File: src/rtl/mem_port_arbiter_if.sv
`default_nettype none
// ============================================================================
// Module      : mem_port_arbiter_if
// Description : Requester, memory and status bundle for mem_port_arbiter.
// Revision    : 1.0 - initial release
// ============================================================================
interface mem_port_arbiter_if #(
    parameter int ADDR_W = 32,
    parameter int DATA_W = 32
);
    logic              if_req;
    logic [ADDR_W-1:0] if_addr;
    logic              if_ack;

    logic              ls_req;
    logic              ls_we;
    logic [ADDR_W-1:0] ls_addr;
    logic [DATA_W-1:0] ls_wdata;
    logic              ls_ack;

    logic              dbg_req;
    logic              dbg_we;
    logic [ADDR_W-1:0] dbg_addr;
    logic [DATA_W-1:0] dbg_wdata;
    logic              dbg_ack;

    logic [DATA_W-1:0] rdata;
    logic              mem_en;
    logic              mem_we;
    logic [ADDR_W-1:0] mem_addr;
    logic [DATA_W-1:0] mem_wdata;
    logic [DATA_W-1:0] mem_rdata;
    logic [1:0]        grant_id;
    logic              busy;

    modport slave (
        input  if_req, if_addr,
        input  ls_req, ls_we, ls_addr, ls_wdata,
        input  dbg_req, dbg_we, dbg_addr, dbg_wdata,
        input  mem_rdata,
        output if_ack, ls_ack, dbg_ack, rdata,
        output mem_en, mem_we, mem_addr, mem_wdata,
        output grant_id, busy
    );

    modport master (
        output if_req, if_addr,
        output ls_req, ls_we, ls_addr, ls_wdata,
        output dbg_req, dbg_we, dbg_addr, dbg_wdata,
        output mem_rdata,
        input  if_ack, ls_ack, dbg_ack, rdata,
        input  mem_en, mem_we, mem_addr, mem_wdata,
        input  grant_id, busy
    );
endinterface
`default_nettype wire

File: src/rtl/mem_port_arbiter.sv
`default_nettype none
// ============================================================================
// Module      : mem_port_arbiter
// Description : Fixed-priority (DBG > LS > IF) single-port memory arbiter
//               with an IF anti-starvation override.
// Revision    : 1.0 - initial release
// ============================================================================
module mem_port_arbiter #(
    parameter int ADDR_W       = 32,
    parameter int DATA_W       = 32,
    parameter int MEM_LATENCY  = 1,
    parameter int STARVE_LIMIT = 4
) (
    input wire logic          clk,
    input wire logic          reset,
    mem_port_arbiter_if.slave bus
);

    typedef enum logic [1:0] {
        S_IDLE   = 2'd0,
        S_ACCESS = 2'd1,
        S_ACK    = 2'd2
    } state_t;

    localparam int LAT_W = (MEM_LATENCY > 1) ? $clog2(MEM_LATENCY) : 1;
    localparam int STV_W = $clog2(STARVE_LIMIT + 1);

    localparam logic [LAT_W-1:0] c_LAT_INIT   = LAT_W'(MEM_LATENCY - 1);
    localparam logic [STV_W-1:0] c_STARVE_MAX = STV_W'(STARVE_LIMIT);
    localparam logic [1:0]       c_GID_NONE   = 2'd0;
    localparam logic [1:0]       c_GID_IF     = 2'd1;
    localparam logic [1:0]       c_GID_LS     = 2'd2;
    localparam logic [1:0]       c_GID_DBG    = 2'd3;

    state_t            r_state,     w_state_nxt;
    logic [LAT_W-1:0]  r_lat_cnt,   w_lat_cnt_nxt;
    logic [STV_W-1:0]  r_starve,    w_starve_nxt;
    logic [1:0]        r_grant,     w_grant_nxt;
    logic              r_mem_en,    w_mem_en_nxt;
    logic              r_mem_we,    w_mem_we_nxt;
    logic [ADDR_W-1:0] r_mem_addr,  w_mem_addr_nxt;
    logic [DATA_W-1:0] r_mem_wdata, w_mem_wdata_nxt;
    logic [DATA_W-1:0] r_rdata,     w_rdata_nxt;
    logic              r_if_ack,    w_if_ack_nxt;
    logic              r_ls_ack,    w_ls_ack_nxt;
    logic              r_dbg_ack,   w_dbg_ack_nxt;
    logic [1:0]        w_winner;

    // A starved fetch overrides the fixed priority order.
    always_comb begin
        w_winner = c_GID_NONE;
        if (bus.if_req && (r_starve == c_STARVE_MAX)) begin
            w_winner = c_GID_IF;
        end else if (bus.dbg_req) begin
            w_winner = c_GID_DBG;
        end else if (bus.ls_req) begin
            w_winner = c_GID_LS;
        end else if (bus.if_req) begin
            w_winner = c_GID_IF;
        end
    end

    always_comb begin
        w_state_nxt     = r_state;
        w_lat_cnt_nxt   = r_lat_cnt;
        w_starve_nxt    = r_starve;
        w_grant_nxt     = r_grant;
        w_mem_en_nxt    = 1'b0;
        w_mem_we_nxt    = 1'b0;
        w_mem_addr_nxt  = r_mem_addr;
        w_mem_wdata_nxt = r_mem_wdata;
        w_rdata_nxt     = r_rdata;
        w_if_ack_nxt    = 1'b0;
        w_ls_ack_nxt    = 1'b0;
        w_dbg_ack_nxt   = 1'b0;

        case (r_state)
            S_IDLE: begin
                if (!bus.if_req) begin
                    w_starve_nxt = '0;
                end
                if (w_winner != c_GID_NONE) begin
                    w_state_nxt   = S_ACCESS;
                    w_lat_cnt_nxt = c_LAT_INIT;
                    w_grant_nxt   = w_winner;
                    w_mem_en_nxt  = 1'b1;
                    if (w_winner == c_GID_IF) begin
                        w_starve_nxt = '0;
                    end else if (bus.if_req && (r_starve != c_STARVE_MAX)) begin
                        w_starve_nxt = r_starve + 1'b1;
                    end
                    case (w_winner)
                        c_GID_DBG: begin
                            w_mem_addr_nxt  = bus.dbg_addr;
                            w_mem_wdata_nxt = bus.dbg_wdata;
                            w_mem_we_nxt    = bus.dbg_we;
                        end
                        c_GID_LS: begin
                            w_mem_addr_nxt  = bus.ls_addr;
                            w_mem_wdata_nxt = bus.ls_wdata;
                            w_mem_we_nxt    = bus.ls_we;
                        end
                        default: begin
                            w_mem_addr_nxt  = bus.if_addr;
                            w_mem_wdata_nxt = '0;
                            w_mem_we_nxt    = 1'b0;
                        end
                    endcase
                end
            end
            S_ACCESS: begin
                // Counter hits zero in the last access cycle, when read data is valid.
                if (r_lat_cnt == '0) begin
                    w_state_nxt   = S_ACK;
                    w_rdata_nxt   = bus.mem_rdata;
                    w_if_ack_nxt  = (r_grant == c_GID_IF);
                    w_ls_ack_nxt  = (r_grant == c_GID_LS);
                    w_dbg_ack_nxt = (r_grant == c_GID_DBG);
                end else begin
                    w_lat_cnt_nxt = r_lat_cnt - 1'b1;
                    w_mem_en_nxt  = 1'b1;
                end
            end
            S_ACK: begin
                w_state_nxt = S_IDLE;
            end
            default: begin
                w_state_nxt = S_IDLE;
            end
        endcase
    end

    always_ff @(posedge clk) begin
        if (reset) begin
            r_state     <= S_IDLE;
            r_lat_cnt   <= '0;
            r_starve    <= '0;
            r_grant     <= c_GID_NONE;
            r_mem_en    <= 1'b0;
            r_mem_we    <= 1'b0;
            r_mem_addr  <= '0;
            r_mem_wdata <= '0;
            r_rdata     <= '0;
            r_if_ack    <= 1'b0;
            r_ls_ack    <= 1'b0;
            r_dbg_ack   <= 1'b0;
        end else begin
            r_state     <= w_state_nxt;
            r_lat_cnt   <= w_lat_cnt_nxt;
            r_starve    <= w_starve_nxt;
            r_grant     <= w_grant_nxt;
            r_mem_en    <= w_mem_en_nxt;
            r_mem_we    <= w_mem_we_nxt;
            r_mem_addr  <= w_mem_addr_nxt;
            r_mem_wdata <= w_mem_wdata_nxt;
            r_rdata     <= w_rdata_nxt;
            r_if_ack    <= w_if_ack_nxt;
            r_ls_ack    <= w_ls_ack_nxt;
            r_dbg_ack   <= w_dbg_ack_nxt;
        end
    end

    assign bus.if_ack    = r_if_ack;
    assign bus.ls_ack    = r_ls_ack;
    assign bus.dbg_ack   = r_dbg_ack;
    assign bus.rdata     = r_rdata;
    assign bus.mem_en    = r_mem_en;
    assign bus.mem_we    = r_mem_we;
    assign bus.mem_addr  = r_mem_addr;
    assign bus.mem_wdata = r_mem_wdata;
    assign bus.grant_id  = r_grant;
    assign bus.busy      = (r_state != S_IDLE);

endmodule
`default_nettype wire

File: src/flat_wrapper.sv
// flat-port wrapper written by rule: the top's interface ports become plain ports
module mem_port_arbiter_flat 
#(
    parameter int ADDR_W       = 32,
    parameter int DATA_W       = 32,
    parameter int MEM_LATENCY  = 1,
    parameter int STARVE_LIMIT = 4
)
  (clk, reset, bus_if_req, bus_if_addr, bus_ls_req, bus_ls_we, bus_ls_addr, bus_ls_wdata, bus_dbg_req, bus_dbg_we, bus_dbg_addr, bus_dbg_wdata, bus_mem_rdata, bus_if_ack, bus_ls_ack, bus_dbg_ack, bus_rdata, bus_mem_en, bus_mem_we, bus_mem_addr, bus_mem_wdata, bus_grant_id, bus_busy);
  mem_port_arbiter_if #(.ADDR_W(ADDR_W), .DATA_W(DATA_W)) bus_i ();
  input wire logic clk;
  input wire logic reset;
  input wire logic [$bits(bus_i.if_req)-1:0] bus_if_req;
  input wire logic [$bits(bus_i.if_addr)-1:0] bus_if_addr;
  input wire logic [$bits(bus_i.ls_req)-1:0] bus_ls_req;
  input wire logic [$bits(bus_i.ls_we)-1:0] bus_ls_we;
  input wire logic [$bits(bus_i.ls_addr)-1:0] bus_ls_addr;
  input wire logic [$bits(bus_i.ls_wdata)-1:0] bus_ls_wdata;
  input wire logic [$bits(bus_i.dbg_req)-1:0] bus_dbg_req;
  input wire logic [$bits(bus_i.dbg_we)-1:0] bus_dbg_we;
  input wire logic [$bits(bus_i.dbg_addr)-1:0] bus_dbg_addr;
  input wire logic [$bits(bus_i.dbg_wdata)-1:0] bus_dbg_wdata;
  input wire logic [$bits(bus_i.mem_rdata)-1:0] bus_mem_rdata;
  output wire logic [$bits(bus_i.if_ack)-1:0] bus_if_ack;
  output wire logic [$bits(bus_i.ls_ack)-1:0] bus_ls_ack;
  output wire logic [$bits(bus_i.dbg_ack)-1:0] bus_dbg_ack;
  output wire logic [$bits(bus_i.rdata)-1:0] bus_rdata;
  output wire logic [$bits(bus_i.mem_en)-1:0] bus_mem_en;
  output wire logic [$bits(bus_i.mem_we)-1:0] bus_mem_we;
  output wire logic [$bits(bus_i.mem_addr)-1:0] bus_mem_addr;
  output wire logic [$bits(bus_i.mem_wdata)-1:0] bus_mem_wdata;
  output wire logic [$bits(bus_i.grant_id)-1:0] bus_grant_id;
  output wire logic [$bits(bus_i.busy)-1:0] bus_busy;
  assign bus_i.if_req = bus_if_req;
  assign bus_i.if_addr = bus_if_addr;
  assign bus_i.ls_req = bus_ls_req;
  assign bus_i.ls_we = bus_ls_we;
  assign bus_i.ls_addr = bus_ls_addr;
  assign bus_i.ls_wdata = bus_ls_wdata;
  assign bus_i.dbg_req = bus_dbg_req;
  assign bus_i.dbg_we = bus_dbg_we;
  assign bus_i.dbg_addr = bus_dbg_addr;
  assign bus_i.dbg_wdata = bus_dbg_wdata;
  assign bus_i.mem_rdata = bus_mem_rdata;
  assign bus_if_ack = bus_i.if_ack;
  assign bus_ls_ack = bus_i.ls_ack;
  assign bus_dbg_ack = bus_i.dbg_ack;
  assign bus_rdata = bus_i.rdata;
  assign bus_mem_en = bus_i.mem_en;
  assign bus_mem_we = bus_i.mem_we;
  assign bus_mem_addr = bus_i.mem_addr;
  assign bus_mem_wdata = bus_i.mem_wdata;
  assign bus_grant_id = bus_i.grant_id;
  assign bus_busy = bus_i.busy;
  mem_port_arbiter #(.ADDR_W(ADDR_W), .DATA_W(DATA_W), .MEM_LATENCY(MEM_LATENCY), .STARVE_LIMIT(STARVE_LIMIT)) u_core (.clk(clk), .reset(reset), .bus(bus_i));
endmodule
File: config.mk
export PLATFORM = sky130hd
export DESIGN_NAME = mem_port_arbiter_flat
export DESIGN_NICKNAME = d
export VERILOG_FILES = /design/src/rtl/mem_port_arbiter_if.sv /design/src/rtl/mem_port_arbiter.sv /design/src/flat_wrapper.sv
export SDC_FILE = /design/constraint.sdc
export NUM_CORES = 1
export LEC_CHECK = 0
export CAP_MARGIN = 20
export CORE_ASPECT_RATIO = 0.9
export CORE_UTILIZATION = 39
export CTS_CLUSTER_DIAMETER = 80
export CTS_CLUSTER_SIZE = 24
export DETAILED_ROUTE_END_ITERATION = 7
export GPL_TIMING_DRIVEN = 1
export PLACE_DENSITY_LB_ADDON = 0.3
export SLEW_MARGIN = 20
export SYNTH_ARGS = -nofsm -noshare
export SYNTH_HDL_FRONTEND = slang
export SYNTH_SLANG_ARGS = --single-unit
File: constraint.sdc
create_clock -name clk -period 1.92 [get_ports clk]
set_input_delay 0.288 -clock clk [delete_from_list [all_inputs] [get_ports clk]]
set_output_delay 0.288 -clock clk [all_outputs]
set_load 0.02 [all_outputs]
==> results.sh, run 1 <==
export IMPL_outcome="finished, final reports clean"
export IMPL_yosysUniqueCellTypes=36
export IMPL_finalCriticalPeriod_ps=1850
export IMPL_syn_avg_cell_area_sq_um=8.53
export IMPL_wl_per_cell_microns=17.6
export IMPL_numCtsBuffers=9
export IMPL_power_density_mw_per_mm2=711
export IMPL_required_ps=1630
export IMPL_startpoint_type="register"
export IMPL_cts_max_path_buffers=2
export IMPL_postSynthCellCount=640
export IMPL_drtIter0Drc=397
export IMPL_synth_nets=841
export IMPL_first_global_vias=5461
export IMPL_dp_slack_ps=74.7
export IMPL_cts_htree_levels=3
export IMPL_cts_tree="done"
export IMPL_drt_first_pass_iters=5
export IMPL_start_util_pct=40.4
export IMPL_drv_slew=0
export IMPL_clockRootBuffer="clkbuf_16"
export IMPL_clk_pin_slew_ps=70
export IMPL_worst_slack_ps=68.6
export IMPL_endpoint_kind="output port"
export IMPL_fin_tns_setup_ps=0
export IMPL_cap_violations=0
export IMPL_ys_ff_latch=108
export IMPL_numPortBuffers=302
export IMPL_dieWidth_microns=127
export IMPL_row_count=40
export IMPL_fin_nets=1104
export IMPL_ys_seq_area_share_pct=39.6
export IMPL_drc=0
export IMPL_grt_usage_pct=25.5
export IMPL_vias_per_cell=5.50
export IMPL_total_power_mw=6.33
export IMPL_maxSlewHeadroom_pct=66.4
export IMPL_ios=303
export IMPL_finalCoreUtilization_pct=65.9
export IMPL_synth_area_sq_mm=0.00546
export IMPL_cts_hold_buffers=0
export IMPL_yosys_warnings=0
export IMPL_layout_commonest_cell="clkdlybuf4s50_1"
export IMPL_antenna_left=0
export IMPL_vias=5913
export IMPL_r2r_setup_slack_ps=160
export IMPL_arrival_ps=1560
export IMPL_ir_worst_vdd_mv=0.580
export IMPL_dp_hpwl_mm=13.2
export IMPL_grt_ovfl_total=0
export IMPL_hold_viol_final=0
export IMPL_clock_sinks=108
export IMPL_fin_skew_ps=6.09
export IMPL_worst_pin_slew_ps=504
export IMPL_drive_gt1_share_pct=5.73
export IMPL_routed_wl_mm=19.0
export IMPL_crit_type="reg2out"
export IMPL_clk_latency_ps=350
export IMPL_final_cell_mix="300 x clkdlybuf4s50_1, 107 x dfxtp_1, 99 x nand2_1"
export IMPL_place_congestion=0.806
export IMPL_p_leak_nw=3.22
export IMPL_grt_pass1_wl_mm=29.0
export IMPL_core_sq_mm=0.0135
export IMPL_die_h_microns=114
export IMPL_cp_max_fo=12
export IMPL_num_antenna_cells=0
export IMPL_grt_max_degree=52
export IMPL_antenna_found_initial=0
export IMPL_finalCritPeriodShare_pct=96.4
export IMPL_setup_viol=0
export IMPL_syn_to_final_growth_pct=63.1
export IMPL_ctsResizeCount=0
export IMPL_die_area_sq_mm=0.0145
export IMPL_postCtsSetupBuffers=0
export IMPL_hp_class="in2reg"
export IMPL_clock_fmax_mhz=540
export IMPL_rsz0062_at_grt="false"
## area by class of cell
cell class	instances	area, sq um
multi-input combinational	452	2880
sequential	108	2160
clock buffer	12	267
timing repair buffer	327	3340
clock inverter	4	22.5
tap	168	210
fill	1157	4610
inverter	5	21.3
## synthesized netlist by cell type
master    number  area (sq um)
dfxtp_1      108          2160
nand2_1       99           372
a21oi_1       68           340
clkbuf_1      38           143
a22oi_1       33           248
o31ai_1       33           248
a211oi_1      32           240
a21o_1        32           240
a221oi_1      32           280
nand3b_1      32           240
o211ai_1      32           240
nand2b_1      29           181
buf_2         22           110
buf_6         11           124
buf_4          4          30.0
or2b_1         4          30.0
inv_1          3          11.3
nor2_1         3          11.3
a2111o_1       2          22.5
and3_1         2          12.5
ha_1           2          25.0
nor2b_1        2          12.5
nor4_1         2          12.5
nor4b_1        2          17.5
or3_1          2          12.5
a311oi_1       1          8.76
a32o_1         1          10.0
clkinv_1       1          3.75
inv_4          1          6.26
nand2_4        1          11.3
nand3_1        1          5.00
nor2_2         1          6.26
nor2_8         1          20.0
nor3_2         1          10.0
o21ai_0        1          5.00
o21ai_1        1          5.00
## critical path: stages (launching register included)
cell	delay, ps
dfxtp_1	440
nor2_8	100
inv_4	70
clkdlybuf4s50_1	600
## flip-flops by register name, indices dropped and copies added (netlist names)
signal                count
u_core.bus.if_ack         1
u_core.r_starve           3
u_core.bus.mem_en         1
u_core.bus.rdata         32
u_core.bus.mem_we         1
u_core.bus.mem_wdata     32
u_core.r_state            2
u_core.bus.ls_ack         1
u_core.bus.mem_addr      32
u_core.bus.grant_id       2
u_core.bus.dbg_ack        1
## power breakdown
part           switching (mW)  internal [mW]  total [mW]
clock                   0.846          0.981        1.83
combinational           0.923           1.03        1.95
sequential              0.113           2.44        2.55
total                    1.88           4.45        6.33
## logic make-up (layout without fill, tap and decap cells)
kind of cell / count (synthesis) / after routing / synth area share (%)
buffers and inverters: 80 / 348 / 7.84
flip-flops: 108 / 108 / 39.6
adder cells (fa/ha/maj): 2 / 2 / 0.458
AND/OR/NAND/NOR: 182 / 182 / 17.5
AO/OA/AOI/OAI: 268 / 268 / 34.6
## per-layer routing
metal / GRT usage [%] / routed length, microns
met1: 31.0 / 7890
met2: 43.6 / 9280
met3: 8.13 / 1500
met4: 6.75 / 303
met5: 0 / 0
## through the flow
step | cells | instance area (sq um) | hold slack, ps
floorplan | 640 | 5460 | 368
global placement | 1060 | 8610 | 441
detailed placement | 1060 | 8610 | 445
CTS | 1076 | 8900 | 222
global route | 1076 | 8900 | 238
finish | 1076 | 8900 | 238
## final timing paths
check / start / to / depth (start not counted)
setup / recovery: u_core.r_state[0] / bus_busy / 3
hold / removal: reset / u_core.r_state[0] / 2
setup reg to reg: u_core.r_starve[0] / u_core.bus.mem_addr[25] / 6
hold reg to reg: u_core.bus.rdata[0] / u_core.bus.rdata[0] / 2
Power figures use the tool's default switching activity.
==> run 2, diff against run 1 <==
HOLD_SLACK_MARGIN = 0.12   (was default)
==> results of run 2 <==
Final layout, timing and power as in run 1 (identical DEF).
